--- config.mk ---
export PLATFORM = sky130hd
export DESIGN_NAME = gpc_4t_fetch_pc_gen
export DESIGN_NICKNAME = d
export VERILOG_FILES = /design/src/rtl/gpc_4t_fetch_pc_gen.sv
export SDC_FILE = /design/constraint.sdc
export NUM_CORES = 1
export LEC_CHECK = 0
export ABC_CLOCK_PERIOD_IN_PS = 6500
export BUFFER_PORTS_ARGS = -buffer_cell sky130_fd_sc_hd__buf_2
export CORE_ASPECT_RATIO = 0.5
export CORE_MARGIN = 5
export CORE_UTILIZATION = 56
export DETAILED_ROUTE_END_ITERATION = 6
export GPL_TIMING_DRIVEN = 0
export PLACE_DENSITY = 0.85
export SYNTH_ARGS = -nofsm -noshare
export SYNTH_HDL_FRONTEND = slang
export SYNTH_SLANG_ARGS = --single-unit
--- constraint.sdc ---
create_clock -name QClk -period 6.5 [get_ports QClk]
set_clock_uncertainty 0.15 [all_clocks]
set_input_delay 1.95 -clock QClk [delete_from_list [all_inputs] [get_ports QClk]]
set_output_delay 1.95 -clock QClk [all_outputs]
set_load 0.03 [all_outputs]
--- src/rtl/gpc_4t_fetch_pc_gen.sv ---
// Round-robin PC generator/fetch sequencer for the 4-thread GPC core; issue is combinational in Q100H,
// instruction returns aligned in Q101H one cycle later; StallQ100H freezes issue but redirects still land.
module gpc_4t_fetch_pc_gen #(
   parameter int          NUM_THREADS     = 4,
   parameter logic [31:0] RESET_PC_BASE   = 32'h0000_0000,
   parameter logic [31:0] RESET_PC_STRIDE = 32'h0000_0400,
   parameter logic [31:0] NOP_INST        = 32'h0000_0013
) (
   input  logic        QClk,
   input  logic        RstQnnnH,
   input  logic [3:0]  ThreadEnableQ100H,
   input  logic        StallQ100H,
   input  logic        RedirectValidQ100H,
   input  logic [1:0]  RedirectThreadQ100H,
   input  logic [31:0] RedirectPcQ100H,
   output logic [31:0] PcQ100H,
   output logic        RdEnableQ100H,
   input  logic [31:0] InstFetchQ101H,
   output logic [31:0] InstQ101H,
   output logic [31:0] PcQ101H,
   output logic [1:0]  ThreadQ101H,
   output logic        ValidQ101H
);

   logic [31:0] pc_q [NUM_THREADS];
   logic [31:0] pc_d [NUM_THREADS];
   logic [1:0]  last_thr_q, last_thr_d;
   logic        vld_q, vld_d;
   logic [31:0] pc101_q, pc101_d;
   logic [1:0]  thr101_q, thr101_d;

   logic [1:0]  sel_thr;
   logic [1:0]  idx;
   logic        found;
   logic        any_en;
   logic        issue;
   logic        bypass;
   logic [31:0] fetch_pc;

   // Scan starts one past the last issuer so every enabled thread gets a fair turn.
   always_comb begin
      sel_thr = last_thr_q + 2'd1;
      idx     = 2'd0;
      found   = 1'b0;
      for (int k = 1; k <= 4; k++) begin
         idx = last_thr_q + 2'(k);
         if (!found && ThreadEnableQ100H[idx]) begin
            sel_thr = idx;
            found   = 1'b1;
         end
      end
   end

   assign any_en   = |ThreadEnableQ100H;
   assign issue    = any_en & ~StallQ100H & ~RstQnnnH;
   assign bypass   = RedirectValidQ100H && (RedirectThreadQ100H == sel_thr);
   assign fetch_pc = bypass ? RedirectPcQ100H : pc_q[sel_thr];

   assign PcQ100H       = RstQnnnH ? 32'h0 : fetch_pc;
   assign RdEnableQ100H = issue;

   always_comb begin
      pc_d       = pc_q;
      last_thr_d = last_thr_q;
      vld_d      = issue;
      thr101_d   = sel_thr;
      pc101_d    = pc101_q;
      if (issue) begin
         pc_d[sel_thr] = fetch_pc + 32'd4;
         last_thr_d    = sel_thr;
         pc101_d       = fetch_pc;
      end
      // A redirect already consumed by the bypass must not overwrite the advanced PC.
      if (RedirectValidQ100H && (!bypass || !issue)) begin
         pc_d[RedirectThreadQ100H] = RedirectPcQ100H;
      end
   end

   always_ff @(posedge QClk) begin
      if (RstQnnnH) begin
         for (int i = 0; i < NUM_THREADS; i++) begin
            pc_q[i] <= RESET_PC_BASE + RESET_PC_STRIDE * 32'(i);
         end
         last_thr_q <= 2'd3;
         vld_q      <= 1'b0;
         pc101_q    <= 32'h0;
         thr101_q   <= 2'd0;
      end else begin
         pc_q       <= pc_d;
         last_thr_q <= last_thr_d;
         vld_q      <= vld_d;
         pc101_q    <= pc101_d;
         thr101_q   <= thr101_d;
      end
   end

   assign ValidQ101H  = vld_q;
   assign PcQ101H     = pc101_q;
   assign ThreadQ101H = thr101_q;
   assign InstQ101H   = vld_q ? InstFetchQ101H : NOP_INST;

endmodule

==> flow_summary.json <==
{
  "gp_congestion": 1.06,
  "wirelength_um": 45100,
  "ys.warnings.count": 0,
  "cts_tree": "built",
  "status": "complete, but fails checks",
  "synth_area_leaders": "dfxtp_1, nand2_1, a211oi_1",
  "maxSlewViolCount": 0,
  "final_hold_viol_count": 0,
  "ys_dominant_reg_cell": "dfxtp_1",
  "dpl.hpwl_um": 31200,
  "coreArea_um2": 16200,
  "setup_ws_ns": -0.0902,
  "path_cells": "buf_4 > nand2b_4 > a21oi_4 > o31a_1 > o2111ai_2 > clkbuf_4 > mux2i_1 > nor2_1 > buf_2",
  "critPathSlowestCell": "o2111ai_2",
  "async_flop_share": 0,
  "busiest_layer": "met2",
  "fp-row-count": 33,
  "slew_headroom": 0.130,
  "netlist_top_cells_count": "dfxtp_1, nand2_1, nor2_1",
  "cts-root-buf": "clkbuf_16",
  "total_power_mw": 3.36,
  "worst_ep_arrival_time_ns": 4.49,
  "layout.cells.non_filler": 1646,
  "worstSetupStartpointType": "input port",
  "dieArea_um2": 19200,
  "max_cap_viol_count": 0,
  "layout-drive-gt1-share": 0.222,
  "grt-ovfl-total": 0,
  "ios": 174,
  "grt_usage": 0.449,
  "synth_top_family_by_area": "compound AO/OA/AOI/OAI gates",
  "initial_core_util": 0.566,
  "pre_cts_slack_ns": -1.62,
  "clk_path_buf_depth": 2,
  "ys_ff_latch": 165,
  "period_share": 1.01,
  "synth_xor_area_frac": 0.0199,
  "drt_iter0_markers": 1885,
  "clock-sinks": 165,
  "synth_top_area_cell": "dfxtp_1",
  "antenna_found_initial": 0,
  "port_buffers": 171,
  "grt_max_degree": 18,
  "synthCells": 1194,
  "dp_cells": 1593,
  "met1_usage": 0.575,
  "remaining_drc_errors": 10,
  "syn_area_um2": 9190,
  "cts_buffers": 17,
  "wl_per_cell_um": 27.4,
  "dieWidth_um": 191,
  "grt_use_met3": 0.164,
  "ant_nets": 0,
  "max_clock_freq_ghz": 0.152,
  "n_antenna_cell": 0,
  "max_stage_delay_ns": 0.62,
  "via_per_inst": 7.12,
  "grt_pass1_wl_um": 65000,
  "worstPathMaxFanout": 10,
  "synth_seq_area_share": 0.359,
  "end_kind": "primary output",
  "die_h_um": 101,
  "fin_nets": 1481,
  "synth_mux_area_frac": 0.0344,
  "path_clk_slew_ns": 0.07,
  "ctsHtreeMaxLevel": 4,
  "powerDensity_nw_per_um2": 292,
  "fillerInstances": 1334,
  "synthSimpleGateAreaFrac": 0.229,
  "dr.pass1.iters": 7,
  "tightest_slew_ns": 1.29,
  "holdWs_ns": 0.317,
  "violations": "design-rule violations, negative setup slack",
  "crit_type": "input port to primary output",
  "synth.most_common_cell": "dfxtp_1",
  "syn-num-nets": 1269,
  "grtUsageMet2": 0.660,
  "synth_edf_count": 0,
  "finalSetupViolations": 4,
  "fin_crit_ns": 6.59,
  "critPathRequiredTime_ns": 4.40,
  "max-vdd-ir-drop_uv": 223,
  "power.leakage_nw": 4.45,
  "clk_latency_ns": 0.45,
  "layout-area-overhead-vs-synth_pct": 25.0,
  "hp-class": "flop to flop",
  "syn_area_per_cell_um2": 7.70,
  "synth_top_area_frac": 0.359,
  "grt_pass1_vias": 10800,
  "synthAdderAreaFrac": 0.00136,
  "num_vias": 11700,
  "ys_types": 76,
  "synth-compound-area-share": 0.303
}
-- cells in the final DEF (no fill, tap or decap), types with 8 or more instances in the layout --
cell and n:
a211oi_1 72, a21oi_1 100, a21oi_2 8, a22oi_1 23, a311oi_1 14, a31oi_1 15, and2_1 46, and3_1 11
buf_2 166, buf_4 31, buf_6 13, clkbuf_1 72, clkbuf_16 18, dfxtp_1 165, mux2i_1 23, nand2_1 153
nand3_1 53, nor2_1 117, nor3_1 20, o21ai_0 52, o221ai_1 13, o22ai_1 38, xor2_1 13
-- where the power goes --
group | total [mW] | internal [mW] | switching [mW]
Sequential | 1.16 | 1.10 | 0.0524
Combinational | 1.19 | 0.380 | 0.811
Clock | 1.01 | 0.507 | 0.504
Total | 3.36 | 1.99 | 1.37
-- layer usage --
metal	vias up	share of wire	routed length, µm
met4	0	0.070	3140
met5	-	0	0
met1	5430	0.35	16000
met2	1164	0.40	18000
met3	307	0.18	7990
li1	4822	-	-
-- cell families after synthesis --
family | after synthesis
and+or+nand+nor | 450
AOI/OAI and AO/OA | 413
DFF | 165
buffers and inverters | 114
muxes | 31
xor gates and xnor gates | 20
adders and majority gates | 1
-- worst max-delay path, delay by kind of cell --
| family | cells | cell delay (ns) |
|---|---|---|
| compound gates | 3 | 1.03 |
| mux | 1 | 0.50 |
| buf+inv | 3 | 0.79 |
| simple gates | 2 | 0.23 |
-- worst paths after layout --
kind	start	to	slack, ns	cells past startpoint
setup / recovery	ThreadEnableQ100H[2]	PcQ100H[7]	-0.09	9
hold / removal	PcQ101H[4]	PcQ101H[4]	0.32	2
setup reg to reg	last_thr_q[0]	pc_q[76]	1.51	19
hold reg to reg	PcQ101H[4]	PcQ101H[4]	0.32	2
-- flip-flops by register name, indices dropped and copies added, names as in the netlist --
register     count
pc_q           128
PcQ101H         32
ThreadQ101H      2
last_thr_q       2
ValidQ101H       1
-- through the flow --
stage	cell area [µm²]	TNS, ns	util
after detailed placement	10300	-41.53	0.638
after global placement	10300	-33.97	0.637
after CTS	11200	0	0.690
after floorplan	9190	0	-
final	11500	-0.158	0.708
after global routing	11500	-0.0450	0.708
-- final cells by class --
cell class / count / area (µm²) / share of cell area
plain buffers: 106 / 633 / 0.0551
clock inverters: 15 / 139 / 0.0121
well taps: 227 / 284 / 0.0247
inverters: 8 / 30.0 / 0.00261
repair buffers: 193 / 1060 / 0.0925
clock buffers: 17 / 425 / 0.0370
flip-flops and latches: 165 / 3300 / 0.288
multi-input cells: 915 / 5610 / 0.488
-- what timing repair did --
action                                  in CTS  in global routing
endpoints found under the setup margin      34                 27
setup buffers                                6                 15
hold endpoints to repair                     0                  0
resized for setup                           71                 45
cloned                                       0                  0
pin swaps                                    2                  7
hold buffers                                 0                  0
(Power assumes the default switching activity.)
